`src/rtl/dmem_access_ctrl_pkg.sv`:
```
// dmem_access_ctrl_pkg: shared widths, function codes and controller states
package dmem_access_ctrl_pkg;
  localparam int DATA_WIDTH = 32;
  typedef enum logic [3:0] {ADD, SUB, SLL, SRL, LOAD, STORE, NOP} func_t;
  typedef enum logic [1:0] {IDLE, ACCESS, DONE, ERROR} dmem_state_t;
  function automatic logic is_mem(func_t f);
    return f == LOAD || f == STORE;
  endfunction
endpackage

```
`src/rtl/dmem_access_ctrl_if.sv`:
```
// dmem_access_ctrl_if: execution-unit side (valid/func/rs*/stall/done/err/rd_data) and DMEM port (req/addr/we/wdata/rd/ack)
interface dmem_access_ctrl_if;
  import dmem_access_ctrl_pkg::*;
  logic valid;
  func_t func;
  logic [DATA_WIDTH-1:0] rs1_data, rs2_data, rd_data;
  logic stall, done, err;
  logic dmem_req, dmem_we, dmem_ack;
  logic [DATA_WIDTH-1:0] dmem_addr, dmem_wdata, dmem_rd;
  modport master (
    input valid, func, rs1_data, rs2_data, dmem_rd, dmem_ack,
    output stall, done, err, rd_data, dmem_req, dmem_addr, dmem_we, dmem_wdata
  );
  modport slave (
    output valid, func, rs1_data, rs2_data, dmem_rd, dmem_ack,
    input stall, done, err, rd_data, dmem_req, dmem_addr, dmem_we, dmem_wdata
  );
endinterface

```
`src/rtl/dmem_access_ctrl.sv`:
```
// dmem_access_ctrl: sequences LOAD/STORE over the DMEM req/ack handshake with an ack timeout
// ports: clk_i clock, arst_i async active-high reset, bus controller side of dmem_access_ctrl_if
module dmem_access_ctrl
  import dmem_access_ctrl_pkg::*;
#(
  parameter int TIMEOUT_CYCLES = 16,
  localparam int CNT_W = $clog2(TIMEOUT_CYCLES + 1)
) (
  input logic clk_i,
  input logic arst_i,
  dmem_access_ctrl_if.master bus
);
  dmem_state_t state, state_nxt;
  logic [CNT_W-1:0] cnt;
  logic [DATA_WIDTH-1:0] addr, wdata, rd_data;
  logic we, accept, timeout;
  always_comb begin
    accept = state == IDLE && bus.valid && is_mem(bus.func);
    timeout = cnt == CNT_W'(TIMEOUT_CYCLES - 1);
    // an ack arriving on the last allowed cycle still completes the op
    state_nxt = state == IDLE ? (accept ? ACCESS : IDLE) :
                state == ACCESS ? (bus.dmem_ack ? DONE : timeout ? ERROR : ACCESS) : IDLE;
    // stall is combinational on accept, so it must be masked while reset is held
    bus.stall = !arst_i && (accept || state == ACCESS);
    bus.done = state == DONE || state == ERROR;
    bus.err = state == ERROR;
    bus.dmem_req = state == ACCESS;
    bus.dmem_addr = addr;
    bus.dmem_we = we;
    bus.dmem_wdata = wdata;
    bus.rd_data = rd_data;
  end
  always_ff @(posedge clk_i or posedge arst_i)
    if (arst_i) begin
      state <= IDLE;
      cnt <= '0;
      addr <= '0;
      we <= 1'b0;
      wdata <= '0;
      rd_data <= '0;
    end else begin
      state <= state_nxt;
      if (accept) begin
        addr <= bus.rs1_data;
        we <= bus.func == STORE;
        wdata <= bus.func == STORE ? bus.rs2_data : '0;
        cnt <= '0;
      end
      if (state == ACCESS) cnt <= cnt + 1'b1;
      if (state == ACCESS && bus.dmem_ack && !we) rd_data <= bus.dmem_rd;
      if (state == ERROR) rd_data <= '0;
    end
endmodule

```
`src/flat_wrapper.sv`:
```
// flat-port wrapper written by rule: the top's interface ports become plain ports
module dmem_access_ctrl_flat import dmem_access_ctrl_pkg::*;
#(
  parameter int TIMEOUT_CYCLES = 16,
  localparam int CNT_W = $clog2(TIMEOUT_CYCLES + 1)
)
  (clk_i, arst_i, bus_valid, bus_func, bus_rs1_data, bus_rs2_data, bus_dmem_rd, bus_dmem_ack, bus_stall, bus_done, bus_err, bus_rd_data, bus_dmem_req, bus_dmem_addr, bus_dmem_we, bus_dmem_wdata);
  dmem_access_ctrl_if bus_i ();
  input logic clk_i;
  input logic arst_i;
  input wire logic [$bits(bus_i.valid)-1:0] bus_valid;
  input wire logic [$bits(bus_i.func)-1:0] bus_func;
  input wire logic [$bits(bus_i.rs1_data)-1:0] bus_rs1_data;
  input wire logic [$bits(bus_i.rs2_data)-1:0] bus_rs2_data;
  input wire logic [$bits(bus_i.dmem_rd)-1:0] bus_dmem_rd;
  input wire logic [$bits(bus_i.dmem_ack)-1:0] bus_dmem_ack;
  output wire logic [$bits(bus_i.stall)-1:0] bus_stall;
  output wire logic [$bits(bus_i.done)-1:0] bus_done;
  output wire logic [$bits(bus_i.err)-1:0] bus_err;
  output wire logic [$bits(bus_i.rd_data)-1:0] bus_rd_data;
  output wire logic [$bits(bus_i.dmem_req)-1:0] bus_dmem_req;
  output wire logic [$bits(bus_i.dmem_addr)-1:0] bus_dmem_addr;
  output wire logic [$bits(bus_i.dmem_we)-1:0] bus_dmem_we;
  output wire logic [$bits(bus_i.dmem_wdata)-1:0] bus_dmem_wdata;
  assign bus_i.valid = bus_valid;
  assign bus_i.func = bus_func;
  assign bus_i.rs1_data = bus_rs1_data;
  assign bus_i.rs2_data = bus_rs2_data;
  assign bus_i.dmem_rd = bus_dmem_rd;
  assign bus_i.dmem_ack = bus_dmem_ack;
  assign bus_stall = bus_i.stall;
  assign bus_done = bus_i.done;
  assign bus_err = bus_i.err;
  assign bus_rd_data = bus_i.rd_data;
  assign bus_dmem_req = bus_i.dmem_req;
  assign bus_dmem_addr = bus_i.dmem_addr;
  assign bus_dmem_we = bus_i.dmem_we;
  assign bus_dmem_wdata = bus_i.dmem_wdata;
  dmem_access_ctrl #(.TIMEOUT_CYCLES(TIMEOUT_CYCLES)) u_core (.clk_i(clk_i), .arst_i(arst_i), .bus(bus_i));
endmodule
```
`config.mk`:
```
export PLATFORM = sky130hd
export DESIGN_NAME = dmem_access_ctrl_flat
export DESIGN_NICKNAME = d
export VERILOG_FILES = /design/src/rtl/dmem_access_ctrl_pkg.sv /design/src/rtl/dmem_access_ctrl_if.sv /design/src/rtl/dmem_access_ctrl.sv /design/src/flat_wrapper.sv
export SDC_FILE = /design/constraint.sdc
export NUM_CORES = 1
export LEC_CHECK = 0
export ABC_CLOCK_PERIOD_IN_PS = 4900
export CORE_MARGIN = 4
export CORE_UTILIZATION = 41
export CTS_CLUSTER_DIAMETER = 30
export DETAILED_ROUTE_END_ITERATION = 6
export PLACE_DENSITY = 0.81
export SLEW_MARGIN = 20
export SYNTH_ARGS = -nofsm -noshare
export SYNTH_HDL_FRONTEND = slang
export SYNTH_SLANG_ARGS = --single-unit
```
`constraint.sdc`:
```
create_clock -name clk_i -period 4.9 [get_ports clk_i]
set_input_delay 0.98 -clock clk_i [delete_from_list [all_inputs] [get_ports clk_i]]
set_output_delay 0.98 -clock clk_i [all_outputs]
set_load 0.005 [all_outputs]
```
==> flow_results.org, run 1 <==
** Outcome
- Result of the run :: complete, no violations

** Synthesis
- In this run the cell area of the synthesized design comes to 4250 um^2.
- FFs w/ async S/R, synth :: 100%
- Number of flip-flops and latches in the synthesized netlist :: 104
- Synthesis handed over a netlist of 387 instances.
- Number of unique standard cell types used by synthesis :: 23
- Average cell area after synthesis :: 11.0 um^2
- Summing the sequential cell areas from Yosys gives 61.2% of the chip area.
- Synth area leader :: dfrtp_1
- Synth top area cells :: dfrtp_1 61%, nand2_1 9.1%, mux2_2 8.7%
- In this run, synthesis inferred 0 flip-flops with an integrated enable.
- Most used flip-flop cell after synthesis :: dfrtp_1
- Top-area cell type share of the netlist area :: 61.2%
- Net Count, Synth :: 493
- The Yosys step of the flow raised 0 warnings.

** CTS
- The H-tree was split into 3 levels.
- Clock-pin slew was measured on the worst setup and hold paths at 0.09 ns.
- After clock tree synthesis, the setup repair step added 0 buffers.
- Clock tree synthesis inserted a total of 9 buffers.
- TritonCTS built the clock tree.
- Clock network latency to the later pin of the worst-skew pair :: 0.35 ns
- Buffer levels on the longest clock path :: 2
- Post-CTS repair changed the size of 0 cells.
- Total number of clock tree sinks :: 104
- Hold repair after CTS inserted 0 buffers.
- Buffer cell driving the clock tree root :: clkbuf_8

** Cells and area
- Area of all placed cells without fillers :: 6670 um^2
- After the last flow step, the layout net total stands at 689.
- Area overhead of the layout relative to synthesis :: 56.9%
- Layout cells sized above 1 :: 9.69%
- 0 antenna diodes ended up in the layout.

** Floorplanning
- In this run the core area contains 36 standard-cell rows.
- Starting utilization of the core area :: 42.7%
- Count of pins on the block boundary :: 205
- Vertical die dimension :: 110 um
- After floorplanning, the core was sized to cover 9950 um^2.
- Chip width :: 110 um
- The floorplan step defined a die boundary enclosing 12100 um^2.

** Timing
- Adding up every negative setup slack in the final design gives 0 ns.
- Dividing the final minimum period by the clock period gives 78.1%.
- Number of pins exceeding their max-slew limit in the final report :: 0
- Clock tree skew after final layout :: 0.00822 ns
- Unrepaired setup endpoints after global routing :: no
- Final hold analysis gives a worst-case slack of 0.511 ns.
- Worst slew margin :: 31.9%
- Transition time at the pin with the least slew margin :: 1.02 ns
- Count of endpoints failing hold in the final timing report :: 0
- Final setup vio count :: 0
- The routed design could run at a clock period as short as 3.82 ns.
- Fmax :: 261 MHz

** Setup path
- Worst Path Max Fanout :: 3
- Slack of the worst reg-to-reg path :: 2.61 ns
- Measured in cells, the most critical reg-to-reg path has a length of 4.
- The worst setup path is captured at a primary output.
- The most critical setup path has its startpoint at bus_valid.
- For the worst setup path, the data arrival time is 2.84 ns.
- Setup CP Type :: in2out
- The worst setup path is launched from an input pin.
- At the worst endpoint, the required time is 3.92 ns.
- Worst flop-to-flop path startpoint :: u_core.state[1]
- The worst register-to-register path ends at u_core.bus.dmem_addr[4].
- Capture point of the critical path :: bus_stall

** Route
- Number of DRC violations after detailed-routing iteration 0 :: 145
- The detail route stage leaves a number of antenna-violating nets equal to 0.
- Routed wire length :: 11000 um
- The pre-antenna-repair detailed-routing pass consisted of 4 iterations.
- Total number of vias :: 3414
- In the final routed layout, each cell accounts on average for 15.3 um.
- Using the TritonRoute via totals, the vias-per-cell ratio works out to 4.74.
- Residual DRC :: 0

** Placement
- Buffers added on ports :: 204
- Last weighted congestion value of the routability-driven placer :: 0.787
- Once placement finished, the instance area stood at 6400 um^2.
- The wire-length estimate of the detail-placed layout is 8170 um.

** Worst hold path
- Path type of the worst min-delay path :: reg2reg
- Hold path cells :: 1

** Global routing
- Wire length of the first global-routing pass :: 17200 um
- Vias in the first global route :: 3556
- Overall overflow remaining after global route :: 0
- Gr usage total :: 18.3%
- Pin count of the biggest net entering global routing :: 85
- The initial antenna violation count came to 0.

** Power
- Power per unit of standard cell area :: 435 nW/um^2
- In this run the static leakage power is 2.88 nW.
- The worst-case IR drop observed on VDD is 214 uV.

** Job
- The tool flagged a number of max-cap violations equal to 0.
[cells by family (layout without fill, tap and decap cells)]
| kind of cell | Yosys count | in the layout | synth area share, % |
|---|---|---|---|
| AOI/OAI and AO/OA | 40 | 40 | 4.83 |
| xor gates and xnor gates | 1 | 1 | 0.206 |
| adders and majority gates | 2 | 2 | 0.588 |
| buffers and inverters | 59 | 260 | 5.62 |
| DFF | 104 | 104 | 61.2 |
| muxes | 65 | 65 | 16.3 |
| and+or+nand+nor | 116 | 116 | 11.3 |
[critical path: stages]
cell	delay (ns)
clkdlybuf4s50_1	0.46
nand2b_1	0.10
or4_1	0.60
a21oi_1	0.18
clkdlybuf4s50_1	0.52
[registers in the layout, indices dropped and copies added, names as in the netlist]
register and count:
u_core.bus.dmem_addr 32, u_core.bus.dmem_wdata 32, u_core.bus.rd_data 32, u_core.cnt 5, u_core.state 2, u_core.bus.dmem_we 1
[Yosys cell counts, types with 2 or more instances]
cell type / count
buf_2: 5
clkbuf_1: 16
dfrtp_1: 104
ha_1: 2
inv_1: 36
mux2_2: 33
mux2i_1: 32
nand2_1: 103
nand2b_1: 3
nor2_1: 3
nor2b_1: 2
o21ai_0: 36
o22ai_1: 2
[placed cells by master (no fill, tap or decap), types with 3 or more instances in the layout]
master             n
clkdlybuf4s50_1  203
dfrtp_1          104
nand2_1          103
o21ai_0           36
inv_1             35
mux2_2            33
mux2i_1           32
clkbuf_8          10
bufinv_16          4
buf_4              4
nand2b_1           3
nor2_1             3
[where the power goes]
part	internal [mW]	switching, mW
Clock	0.403	0.284
Combinational	0.628	0.313
Sequential	1.12	0.148
Total	2.15	0.744
[area by class of cell]
type	instances	area, um^2
clock buffers	10	138
clock inverters	6	130
fillers	772	3290
inverters	36	140
multi-input cells	224	1430
flip-flops and latches	104	2600
well taps	133	166
repair buffers	208	2070
[layer usage]
| metal | GRT usage (%) | part of all wire (%) |
|---|---|---|
| met1 | 20.9 | 39 |
| met3 | 5.70 | 10 |
| met5 | 0 | 0 |
| met4 | 5.97 | 1.5 |
| met2 | 32.3 | 49 |
[per-stage QoR]
| stage | std cells | util (%) | setup slack, ns | power [mW] |
|---|---|---|---|---|
| global route | 721 | 67.0 | 1.00 | 3.08 |
| detailed placement | 705 | 64.3 | 1.08 | 2.25 |
| finish | 721 | 67.0 | 1.08 | 2.90 |
| floorplan | 387 | - | 1.19 | 1.55 |
| CTS | 721 | 67.0 | 1.06 | 2.94 |
| global placement | 705 | 64.3 | 1.09 | 2.20 |
[worst min path at each step]
stage / start / end / slack (ns)
after floorplan: u_core.bus.dmem_addr[10] / u_core.bus.dmem_addr[10] / 0.51
after global placement: u_core.bus.dmem_addr[20] / u_core.bus.dmem_addr[20] / 0.49
after detailed placement: u_core.bus.dmem_addr[21] / u_core.bus.dmem_addr[21] / 0.50
after CTS: u_core.bus.dmem_addr[21] / u_core.bus.dmem_addr[21] / 0.52
after global routing: u_core.bus.dmem_addr[12] / u_core.bus.dmem_addr[12] / 0.53
final: u_core.bus.dmem_addr[11] / u_core.bus.dmem_addr[11] / 0.51
Note: power is estimated with default switching activity, not from simulation.
==> run 2, diff against run 1 <==
- ABC_CLOCK_PERIOD_IN_PS: 4900 -> 3700
- clock period: 4.9 -> 3.7 ns (I/O delays scaled with it)
==> run 2 against run 1 <==
Via count shrank 1.7%. Worst setup slack lost 0.73 ns. Critical endpoint unchanged. Critical path type unchanged. Wire length shrank 0.95%. Global-route usage grew 0.051 points. Sequential power grew 32%. First-iteration DRC count shrank 7.6%. Clock-buffer cell count shrank 1. Clock skew grew 0.0048 ns. Highest routed layer unchanged. Design area shrank 0.90%. Hold slack gained 0.0035 ns. Combinational power grew 33%.
==> flow_results.org, run 2 (synthesis results as in run 1) <==
** Floorplanning
- The initial cell density of the core is 42.7% (unchanged).
- Standard cell core area :: 9950 um^2 (unchanged)
- Chip width :: 110 um (unchanged)
- The placement row count was 36 (unchanged).
- The number of ports placed on the die boundary was 205 (unchanged).
- Total die area :: 12100 um^2 (unchanged)
- The die height came to 110 um (unchanged).

** CTS
- Inserted Clock Buffers :: 9 (unchanged)
- Total number of clock tree sinks :: 104 (unchanged)
- The post-cts gate resize count is 0 (unchanged).
- The cell at the root of the clock tree was clkbuf_8 (unchanged).
- Post-CTS Repair Setup Buffers :: 0 (unchanged)
- Clock-pin slew on the worst setup and hold paths :: 0.09 ns (about the same)
- The clock insertion delay at the later pin of the skew report came to 0.38 ns (was 0.35 ns).
- CTS tree :: done (unchanged)
- Post-CTS Hold Fix Bufs :: 0 (unchanged)
- The H-tree level count is 3 (unchanged).
- Buffer levels on the longest clock path :: 2 (unchanged)

** Setup path
- The largest driver fanout on the critical path is 3 (unchanged).
- Slack of the worst reg-to-reg path :: 1.76 ns (was 2.61 ns)
- Depth of the most critical reg-to-reg path :: 4 (unchanged)
- Worst R2R End :: u_core.bus.dmem_addr[7] (was u_core.bus.dmem_addr[4])
- Worst flop-to-flop path startpoint :: u_core.state[1] (unchanged)
- Worst endpoint data arrival time :: 2.61 ns (was 2.84 ns)
- Endpoint required time on the critical path :: 2.96 ns (was 3.92 ns)
- The kind of critical path is in2out (unchanged).
- The element type at the critical path end is a primary output (unchanged).
- The startpoint type of the worst setup path is an input pin (unchanged).

** Power
- The net switching power figure came to 1.01 mW (was 744 uW).
- The maximum vdd drop is 289 uV (was 214 uV).
- Part of the total power dissipated in sequential elements :: 46.9% (was 43.8%)
- Design internal power :: 2.57 mW (was 2.15 mW)
- The share of total power in the clock network was 18.3% (was 23.7%).
- The ratio of total power to cell area came to 542 nW/um^2 (was 435 nW/um^2).
- Proportion of total power due to net switching :: 28.3% (was 25.7%)
- The total chip power is 3.58 mW (was 2.90 mW).
- Leakage power figure :: 2.84 nW (was 2.88 nW)
- The relative contribution of combinational cells to total power was 34.8% (was 32.5%).

** Route
- Number of DRC violations after detailed-routing iteration 0 :: 134 (was 145)
- Total number of vias :: 3355 (was 3414)
- The antenna violation net count after detailed routing was 0 (unchanged).
- Routed wire length :: 10900 um (was 11000 um)
- The number of DRC violations after detailed routing was 0 (unchanged).
- The number of detailed-routing iterations run before antenna repair came to 4 (unchanged).
- Routed wire per std cell :: 15.1 um (was 15.3 um)
- Via density :: 4.65 (was 4.74)

** Global routing
- Gr usage total :: 18.3% (about the same)
- The initial antenna violation count is 0 (unchanged).
- The largest net degree at the start of global routing was 70 (was 85).
- Vias in the first global route :: 3515 (was 3556)
- Wire length of the first global-routing pass :: 17100 um (was 17200 um)
- Overall overflow remaining after global route :: 0 (unchanged)

** Cells and area
- The count of nets after finishing was 690 (was 689).
- Layout cells sized above 1 :: 9.85% (was 9.69%)
- Commonest cells after routing, fill and taps aside :: 203 x clkdlybuf4s50_1, 104 x dfrtp_1, 103 x nand2_1 (unchanged)
- Area of all placed cells without fillers :: 6610 um^2 (was 6670 um^2)
- The number of antenna diodes came to 0 (unchanged).
- Most common library cell in the layout ignoring fill and taps :: clkdlybuf4s50_1 (unchanged)
- The growth of design area from synthesis to finish was 55.4% (was 56.9%).

** Worst hold path
- The origin of the worst min-delay path is u_core.bus.dmem_addr[8] (was u_core.bus.dmem_addr[11]).
- The endpoint of the worst hold path is u_core.bus.dmem_addr[8] (was u_core.bus.dmem_addr[11]).
- Path type of the worst min-delay path :: reg2reg (unchanged)
- The worst hold path depth is 1 (unchanged).

** Placement
- Buffers added on ports :: 204 (unchanged)
- The last weighted congestion value of the routability-driven placer came to 0.785 (was 0.787).
- Worst slack at placement :: 0.362 ns (was 1.08 ns)
- The sum of net half-perimeters after detailed placement was 8130 um (was 8170 um).
- Area after detailed placement :: 6430 um^2 (was 6400 um^2)

** Job
- The number of max-cap violations came to 0 (unchanged).

** Timing
- Final worst setup slack :: 0.349 ns (was 1.08 ns)
- The setup clock skew after layout came to 0.0130 ns (was 0.00822 ns).
- Unrepaired setup endpoints after global routing: no (unchanged).
- The final setup TNS came to 0 ns (unchanged).
- The routed design could run at a clock period as short as 3.35 ns.
- Final period util :: 90.6%
- Count of endpoints failing hold in the final timing report :: 0 (unchanged)
- The total count of max-transition violations in the final report is 0 (unchanged).
- Final setup vio count :: 0 (unchanged)
- Fmax :: 298 MHz
- Transition time at the pin with the least slew margin :: 0.719 ns (was 1.02 ns)
- Worst slew margin :: 52.1% (was 31.9%)

** Outcome
- Result of the run: complete, no violations (unchanged).
==> run 2: how the worst max path moves through the flow <==
stage | from | to | slack (ns) | depth (start not counted)
floorplan | arst_i | u_core.bus.dmem_addr[0] | 0.23 | 1
global route | bus_valid | bus_stall | 0.25 | 5
global placement | bus_valid | bus_stall | 0.37 | 5
CTS | bus_valid | bus_stall | 0.35 | 5
finish | bus_valid | bus_stall | 0.35 | 5
detailed placement | bus_valid | bus_stall | 0.36 | 5
==> run 2: stage by stage <==
step           utilization [%]  cells  hold WS [ns]
2_1_floorplan                -    387         0.505
3_3_place_gp              64.7    706         0.489
5_1_grt                   66.4    722         0.527
4_1_cts                   66.4    722         0.520
3_5_place_dp              64.6    706         0.495
6_report                  66.4    722         0.515
==> run 2: worst max-delay path, stage by stage <==
cell	delay (ns)
clkdlybuf4s50_1	0.46
nand2b_1	0.10
or4_1	0.61
a21oi_1	0.18
clkdlybuf4s50_1	0.52
==> run 2: routing by layer <==
metal	vias to the layer above	wire, um	track usage [%]
met3	21	1180	5.93
li1	1632	-	-
met2	138	5220	30.3
met1	1564	4250	21.8
met5	-	0	0
met4	0	247	8.10
==> run 2: area by class of cell <==
cell class                      instances  area (um^2)
Timing Repair Buffer                  209         2100
Fill cell                             764         3350
Multi-Input combinational cell        224         1430
Tap cell                              133          166
Inverter                               36          138
Clock buffer                            9          124
Sequential cell                       104         2600
Clock inverter                          7         53.8
==> run 2: power groups by stage <==
stage	clock (mW)	sequential, mW	combinational, mW
3_5_place_dp	0	1.71	1.27
2_1_floorplan	0	1.72	0.334
3_3_place_gp	0	1.68	1.24
6_report	0.654	1.68	1.25
4_1_cts	0.676	1.68	1.27
5_1_grt	0.720	1.73	1.38
